`src/rtl/collective_pkg.sv`:
```
// Shared types and constants for the collective sequencer: collective modes,
// sequencer states and the command opcodes sent to each channel.
package collective_pkg;

  typedef enum logic [1:0] {
    MODE_REDUCE    = 2'd0,
    MODE_ALLREDUCE = 2'd1,
    MODE_BARRIER   = 2'd2
  } mode_e;

  localparam logic [1:0] MODE_ILLEGAL = 2'd3;

  typedef enum logic [2:0] {
    S_IDLE,
    S_WAIT,
    S_HDR,
    S_LEN,
    S_GAP,
    S_DONE
  } state_e;

  localparam logic [7:0] OP_REDUCE  = 8'd0;
  localparam logic [7:0] OP_BCAST   = 8'd1;
  localparam logic [7:0] OP_BARRIER = 8'd2;

endpackage

```
`src/rtl/chan_out_slot.sv`:
```
// One channel's command output register: odata/ovalid plus the sticky
// "accepted" bit used by the sequencer to detect phase completion.
module chan_out_slot #(
  parameter int W = 128
) (
  input  logic         clk,
  input  logic         rst_n,
  input  logic         en_i,
  input  logic         load_i,
  input  logic         clear_i,
  input  logic [W-1:0] data_i,
  input  logic         ready_i,
  output logic [W-1:0] odata_o,
  output logic         ovalid_o,
  output logic         acc_o
);

  logic [W-1:0] odata_q, odata_d;
  logic         ovalid_q, ovalid_d;
  logic         acc_q, acc_d;

  always_comb begin
    odata_d  = odata_q;
    ovalid_d = ovalid_q;
    acc_d    = acc_q;
    if (load_i) begin
      // A disabled channel is loaded with zero so it never shows a command.
      odata_d  = en_i ? data_i : '0;
      ovalid_d = en_i;
      acc_d    = 1'b0;
    end else if (clear_i) begin
      odata_d  = '0;
      ovalid_d = 1'b0;
      acc_d    = 1'b0;
    end else if (ovalid_q && ready_i) begin
      ovalid_d = 1'b0;
      acc_d    = 1'b1;
    end
  end

  // NOTE: state registers use non-blocking assignments so every flop samples
  // pre-edge values, independent of process evaluation order.
  always_ff @(posedge clk or negedge rst_n) begin
    if (!rst_n) begin
      odata_q  <= '0;
      ovalid_q <= 1'b0;
      acc_q    <= 1'b0;
    end else begin
      odata_q  <= odata_d;
      ovalid_q <= ovalid_d;
      acc_q    <= acc_d;
    end
  end

  assign odata_o  = odata_q;
  assign ovalid_o = ovalid_q;
  assign acc_o    = acc_q;

endmodule

```
`src/rtl/collective_sequencer.sv`:
```
// Collective sequencer: waits for all enabled channels, then issues a header
// (opcode) and a length command per phase, with a one-cycle gap between phases.
module collective_sequencer
  import collective_pkg::*;
#(
  parameter int X = 3,
  parameter int W = 128,
  parameter int D = 5
) (
  input  logic           clock,
  input  logic           reset,
  input  logic           start,
  input  logic [1:0]     mode,
  input  logic [X-1:0]   mask,
  input  logic [W*X-1:0] idata,
  input  logic [X-1:0]   ivalid,
  output logic [W*X-1:0] odata,
  output logic [X-1:0]   ovalid,
  input  logic [X-1:0]   oready,
  output logic           busy,
  output logic           done,
  output logic           phase
);

  localparam logic [W-1:0] BYTES_PER_CH = W'(64'(W) * (64'd1 << D) / 64'd8);
  localparam logic [63:0]  MAX_LEN      = 64'(X) * 64'(W) * (64'd1 << D) / 64'd8;

  if (W < 64) begin : g_len_chk
    if ((MAX_LEN >> W) != 64'd0) begin : g_len_overflow
      $error("collective_sequencer: X*W*2^D/8 does not fit in W bits");
    end
  end

  state_e       state_q, state_d;
  mode_e        mode_q, mode_d;
  logic [X-1:0] mask_q, mask_d;
  logic [W-1:0] len_q, len_d;
  logic         phase_q, phase_d;

  logic         slot_load, slot_clear;
  logic [W-1:0] slot_data, opcode;
  logic [X-1:0] slot_valid, slot_acc;
  logic [W-1:0] slot_odata [X];
  logic         all_acc;
  logic         unused_idata;

  assign unused_idata = ^idata;

  always_comb begin
    case (mode_q)
      MODE_BARRIER:   opcode = W'(OP_BARRIER);
      MODE_ALLREDUCE: opcode = phase_q ? W'(OP_BCAST) : W'(OP_REDUCE);
      default:        opcode = W'(OP_REDUCE);
    endcase
  end

  // Counts a channel accepting on this very edge as already done.
  assign all_acc = ((slot_acc | (slot_valid & oready)) & mask_q) == mask_q;

  // NOTE: every variable written here gets a default first, so no path can
  // leave one unassigned and infer a latch.
  always_comb begin
    state_d    = state_q;
    mode_d     = mode_q;
    mask_d     = mask_q;
    len_d      = len_q;
    phase_d    = phase_q;
    slot_load  = 1'b0;
    slot_clear = 1'b0;
    slot_data  = '0;
    case (state_q)
      S_IDLE: begin
        if (start && (mask != '0) && (mode != MODE_ILLEGAL)) begin
          mode_d  = mode_e'(mode);
          mask_d  = mask;
          len_d   = W'($countones(mask)) * BYTES_PER_CH;
          phase_d = 1'b0;
          state_d = S_WAIT;
        end
      end
      S_WAIT: begin
        if ((ivalid & mask_q) == mask_q) begin
          slot_load = 1'b1;
          slot_data = opcode;
          state_d   = S_HDR;
        end
      end
      S_HDR: begin
        if (all_acc) begin
          if (mode_q == MODE_BARRIER) begin
            slot_clear = 1'b1;
            state_d    = S_GAP;
          end else begin
            slot_load = 1'b1;
            slot_data = len_q;
            state_d   = S_LEN;
          end
        end
      end
      S_LEN: begin
        if (all_acc) begin
          slot_clear = 1'b1;
          state_d    = S_GAP;
        end
      end
      S_GAP: begin
        if (mode_q == MODE_ALLREDUCE && !phase_q) begin
          phase_d = 1'b1;
          state_d = S_WAIT;
        end else begin
          state_d = S_DONE;
        end
      end
      S_DONE:  state_d = S_IDLE;
      default: state_d = S_IDLE;
    endcase
  end

  always_ff @(posedge clock or negedge reset) begin
    if (!reset) begin
      state_q <= S_IDLE;
      mode_q  <= MODE_REDUCE;
      mask_q  <= '0;
      len_q   <= '0;
      phase_q <= 1'b0;
    end else begin
      state_q <= state_d;
      mode_q  <= mode_d;
      mask_q  <= mask_d;
      len_q   <= len_d;
      phase_q <= phase_d;
    end
  end

  for (genvar i = 0; i < X; i++) begin : g_slot
    chan_out_slot #(.W(W)) u_slot (
      .clk      (clock),
      .rst_n    (reset),
      .en_i     (mask_q[i]),
      .load_i   (slot_load),
      .clear_i  (slot_clear),
      .data_i   (slot_data),
      .ready_i  (oready[i]),
      .odata_o  (slot_odata[i]),
      .ovalid_o (slot_valid[i]),
      .acc_o    (slot_acc[i])
    );
  end

  always_comb begin
    odata = '0;
    for (int i = 0; i < X; i++) begin
      odata[W*i +: W] = slot_odata[i];
    end
  end

  assign ovalid = slot_valid;
  assign busy   = (state_q != S_IDLE);
  assign done   = (state_q == S_DONE);
  assign phase  = phase_q;

endmodule
```
`config.mk`:
```
export PLATFORM = sky130hd
export DESIGN_NAME = collective_sequencer
export DESIGN_NICKNAME = d
export VERILOG_FILES = /design/src/rtl/collective_pkg.sv /design/src/rtl/chan_out_slot.sv /design/src/rtl/collective_sequencer.sv
export SDC_FILE = /design/constraint.sdc
export NUM_CORES = 1
export LEC_CHECK = 0
export CAP_MARGIN = 25
export CORE_AREA = 2 2 305 307
export CTS_CLUSTER_DIAMETER = 200
export DETAILED_ROUTE_END_ITERATION = 7
export DIE_AREA = 0 0 307 309
export MAX_ROUTING_LAYER = met4
export PLACE_DENSITY = 0.47
export SYNTH_ARGS = -nofsm -noshare
export SYNTH_HDL_FRONTEND = slang
export SYNTH_HIERARCHICAL = 1
export SYNTH_SLANG_ARGS = --single-unit
```
`constraint.sdc`:
```
create_clock -name clock -period 4.9 [get_ports clock]
set_clock_uncertainty 0.1 [all_clocks]
set_input_delay 0.49 -clock clock [delete_from_list [all_inputs] [get_ports clock]]
set_output_delay 0.49 -clock clock [all_outputs]
set_load 0.01 [all_outputs]
```
# Word level (Yosys, flattened, before mapping)
# Cells that the tools add are included.
[op_classes]
n_addsub = 2
n_eq_ne = 15
muxes = 49
n_bitwise = 4
reduce_logical = 18
[ops]
columns = ["operator", "n"]
rows = [
  ["128-bit two-way mux", 9],
  ["128-bit one-hot mux with 2 select lines", 1],
  ["1-bit two-way mux", 27],
  ["3-bit two-way mux", 6],
  ["3-bit one-hot mux with 5 select lines", 1],
  ["3-bit nonzero test", 5],
  ["12-bit two-way mux", 1],
  ["2-bit inequality test, second input constant", 6],
  ["3-bit AND", 3],
  ["3-bit by 2-bit == test with 1-bit output, second input constant", 2],
  ["3-bit == test", 2],
  ["3-bit == test, second input constant", 2],
  ["1-bit logical AND", 6],
  ["1-bit one-hot mux with 2 select lines", 3],
  ["2-bit one-hot mux with 2 select lines", 1],
  ["4-bit AND reduction", 1],
  ["2-bit nonzero test", 2],
  ["2-bit by 1-bit adder with 3-bit output", 1],
  ["3-bit by 1-bit == test with 1-bit output, second input constant", 1],
  ["3-bit logical NOT", 1],
  ["3-bit bitwise OR", 1],
  ["3-bit AND reduction", 1],
  ["1-bit by 1-bit adder with 2-bit output", 1],
  ["2-bit by 1-bit == test with 1-bit output, second input constant", 1],
  ["other kinds (3)", 3],
]
[totals]
ff_bits = 402
in_bits = 398
output_inout_bits = 390

# Logic depth before layout (Yosys ltp)
[logic_depth]
ltp_word = 8
depth_mapped = 8
mapped_depth_nobuf = 6

# Hierarchy
# The synthesis kept the hierarchy.
[by_module_without_submodules]
columns = ["mod", "n_inst", "cells_each", "area_each_um2"]
rows = [
  ["chan_out_slot", 3, 292, 4739.5],
  ["collective_sequencer", 1, 70, 726.9],
]

# Worst setup path after synthesis
# Ideal clock, no wire load.
[synth_path]
kind = "input to register"
startpoint = "in oready[0]"
endpoint = "reg g_slot[0].u_slot.odata_q[0]"
setup_ps = 67
arrival_ps = 2260
t_required_ps = 4733
setup_slack_ps = 2474
path_stages = 8
n_path_buf = 2
path_cell_list = "nand2_1 a222oi_1 and3_1 nand2b_1 and2_4 buf_12 buf_12 a22o_1"
[synth_between]
elab_cells_between_ends = 14
[synth_lines]
columns = ["item", "line", "text"]
rows = [
  ["start: declaration", "collective_sequencer.sv:19", "input logic [X-1:0] oready,"],
  ["3-bit AND *", "collective_sequencer.sv:58", "assign all_acc = ((slot_acc | (slot_valid & oready)) & mask_q) == mask_q;"],
  ["3-bit bitwise OR *", "collective_sequencer.sv:58", ""],
  ["3-bit AND *", "collective_sequencer.sv:58", ""],
  ["3-bit == test *", "collective_sequencer.sv:58", ""],
  ["1-bit two-way mux *", "collective_sequencer.sv:89", "if (all_acc) begin"],
  ["1-bit one-hot mux with 2 select lines *", "collective_sequencer.sv:71", "case (state_q)"],
  ["via slot_load", "collective_sequencer.sv:40", "logic slot_load, slot_clear;"],
  ["128-bit two-way mux or 2-bit nonzero test (tied branches)", "--", ""],
  ["end signal: assignment", "chan_out_slot.sv:49", "odata_q <= odata_d;"],
  ["end: declaration", "chan_out_slot.sv:18", "logic [W-1:0] odata_q, odata_d;"],
]
# Mark *: on every way through the listed nets, which the timed path passes. The rest lies on a longest branch.
# A chain may end at the register's enable or synchronous reset.

# Worst setup path in the final report
[layout_path]
startpoint = "reg mask_q[0]"
endpoint = "reg g_slot[0].u_slot.odata_q[57]"
[layout_between]
elab_chain_cells = 5
elab_cells_between_ends = 13
[layout_rtl]
columns = ["item", "line", "text"]
rows = [
  ["start: declaration", "collective_sequencer.sv:36", "logic [X-1:0] mask_q, mask_d;"],
  ["start signal: assignment", "collective_sequencer.sv:129", "mask_q <= mask_d;"],
  ["3-bit AND", "collective_sequencer.sv:58", ""],
  ["3-bit == test *", "collective_sequencer.sv:58", ""],
  ["1-bit two-way mux, on equally long branches", "collective_sequencer.sv:101, collective_sequencer.sv:89", ""],
  ["1-bit one-hot mux with 2 select lines *", "collective_sequencer.sv:71", ""],
  ["via slot_clear", "collective_sequencer.sv:40", ""],
  ["2-bit nonzero test (no line) *", "--", ""],
]
# Marked as above.

==> run summary <==
CP arrival -> 3750 ps
Final instance area -> 22700 sq um
Synth unique cells -> 35
CTS max path bufs -> 3
Async set-reset flop share out of synthesis -> 100%
Routed WL -> 45.0 mm
Clock Latency Late Sink -> 580 ps
Period utilization -> 69.3%
Core box area -> 91400 sq um
IO Port Bufs -> 403
TritonCTS Buffers -> 48
Util after Layout -> 24.8%
Dominant synthesized flop cell -> dfrtp_1
Most frequent cells in the layout -> clkdlybuf4s50_1 (402), dfrtp_1 (401), a22o_1 (381)
TritonCTS clock tree -> built
Max-cap violations -> 0
Post_cts resized -> 0
WL/cell -> 15.4 um
Pin count of the biggest net entering global routing -> 130
Yosys reg bits -> 401
Syn Inst Count -> 946
Final setup viols -> 0
Setup CP Type -> flip-flop to flip-flop
Std cell rows -> 111
Worst-path fanout max -> 97
Status -> complete, no violations
DP Area -> 21000 sq um
PnR Total Power -> 14.3 mW
GRT overflow -> 0
Final #Nets -> 2100
Drc violations -> 0
Worst Max-Slew Pin Slew -> 984 ps
Pwr Density -> 629 nW/um^2
Post-Place Cells -> 2835
First-pass GRT wire length -> 68.7 mm
Most common cell after layout, fill and taps aside -> clkdlybuf4s50_1
Initial antenna violation count -> 3
Worst hold slack -> 396 ps
Io pins -> 788
CTS Sinks -> 401
Die ar. -> 94900 sq um
Final Critical Period -> 3400 ps
F_max -> 294 MHz
Hold Crit Class -> input pin to asynchronous set/reset pin
Sequential cell area fraction in the yosys report -> 67.1%
Setup TNS -> 0 ps
Max-slew violation count -> 0
Vias/cell -> 3.57
Reg clk slew, reported paths -> 60 ps
Crit start category -> flip-flop
Slew margin rel. -> 34.4%
Die width -> 307 um
Die height -> 309 um
Final ANT Viol Nets -> 0
Via count -> 10500
Number of flops mapped to enable cells by yosys -> 0
Critical Path Sink Type -> flip-flop
H-tree depth -> 2
Post-DP HPWL -> 29.3 mm
Effective utilization at floorplan -> 16.4%
Area grow syn2layout -> 51.9%
Mean area per synthesized cell -> 15.8 sq um
Lkg Pwr -> 10.6 nW
Clock root buffer master -> clkbuf_16
Mapped cell area -> 14900 sq um
Non-Filler Instances -> 2930
Final hold vios -> 0
Pre-antenna DRT Iters -> 5
Share of cells above drive strength 1 -> 6.44%
Post-placement worst setup slack -> 1100 ps
Vias in the first global route -> 10900
GRT Total Usage -> 9.51%
Yosys warnings -> 6
Worst setup margin -> 1500 ps
Unrepaired setup endpoints after global routing -> false
GP Congestion -> 0.723
Peak supply drop -> 0.471 mV
Required time worst endpoint -> 5250 ps
DRT iter0 DRCs -> 757
## state kept, by name, summed over array words and instances (netlist names)
signal / count
g_slot.u_slot/odata_o: 384
g_slot.u_slot/acc_o: 3
g_slot.u_slot/ovalid_o: 3
mask_q: 3
state_q: 3
len_q: 2
mode_q: 2
phase: 1
## layout make-up
| cell class | count | area [sq um] |
|---|---|---|
| inverter | 9 | 33.8 |
| tap | 1186 | 1480 |
| antenna | 4 | 10.0 |
| timing repair buffer | 420 | 4240 |
| clock inverter | 16 | 179 |
| clock buffer | 73 | 1450 |
| multi-input combinational | 821 | 5280 |
| fill | 9597 | 68700 |
| sequential | 401 | 10000 |
## worst max-delay path: stages, from the launching register on
cell and delay [ps]:
dfrtp_1 430, nor2b_1 160, a222oi_1 670, nand2_1 190, nor2_1 650, nor2_4 320, buf_12 300, a22o_1 280
## Yosys cell counts, drive strengths merged (2+ instances only)
library cell | number | area [sq um]
a32o | 3 | 30.0
a31o | 3 | 26.3
nand2 | 6 | 38.8
nor4 | 2 | 12.5
nand2b | 6 | 45.0
nor3 | 4 | 20.0
a21o | 2 | 17.5
and3 | 2 | 12.5
a21oi | 4 | 20.0
o21ai | 4 | 20.0
nor2b | 3 | 18.8
mux2 | 7 | 105
nor2 | 7 | 33.8
a222oi | 2 | 20.0
inv | 9 | 33.8
buf | 86 | 1000
and2 | 6 | 45.1
dfrtp | 401 | 10000
a22o | 381 | 3340
## timing repair
item / in CTS / in global routing
setup buffers: 0 / 0
endpoints found under the hold margin: 88 / 0
hold buffers: 1 / 0
## kinds of logic (layout without fill, tap and decap cells)
family | Yosys count | after routing | synth area share (%)
other | 1 | 376 | 0.0251
adder cells (fa/ha/maj) | 1 | 1 | 0.134
flip-flops | 401 | 401 | 67.1
multiplexers | 7 | 7 | 0.703
AND/OR/NAND/NOR | 39 | 39 | 1.67
AO/OA/AOI/OAI | 402 | 402 | 23.4
buffers and inverters | 95 | 518 | 6.93
## final timing paths
kind / depth (start not counted) / slack [ps] / from / end
worst max-delay path: 7 / 1500 / mask_q[0]$_DFFE_PN0P_ / g_slot[0].u_slot/odata_o[57]$_DFFE_PN0N_
min in group clock: 1 / 400 / g_slot[0].u_slot/odata_o[49]$_DFFE_PN0N_ / g_slot[0].u_slot/odata_o[49]$_DFFE_PN0N_
worst min register to register: 1 / 400 / g_slot[0].u_slot/odata_o[49]$_DFFE_PN0N_ / g_slot[0].u_slot/odata_o[49]$_DFFE_PN0N_
worst min-delay path: 2 / 400 / reset / g_slot[2].u_slot/odata_o[78]$_DFFE_PN0N_
worst max register to register: 7 / 1500 / mask_q[0]$_DFFE_PN0P_ / g_slot[0].u_slot/odata_o[57]$_DFFE_PN0N_
max in group asynchronous: 3 / 3040 / reset / g_slot[0].u_slot/odata_o[80]$_DFFE_PN0N_
## power by group
| group | internal (mW) | total [mW] | leakage, nW | switching, mW |
|---|---|---|---|---|
| clock network | 2.20 | 3.62 | 0.799 | 1.43 |
| logic | 2.84 | 5.76 | 4.49 | 2.91 |
| registers | 4.31 | 4.91 | 5.33 | 0.604 |
| total | 9.35 | 14.3 | 10.6 | 4.94 |
## per-layer routing
layer / share of wire [%] / vias up / routed length, um / global-route usage, %
li1: - / 4815 / - / -
met2: 40 / 396 / 18000 / 12.6
met5: 0 / - / 0 / -
met4: 2.5 / 0 / 1110 / 2.90
met3: 12 / 68 / 5370 / 4.68
met1: 46 / 5183 / 20500 / 12.5
No activity file was read; power rests on OpenSTA's default activity.
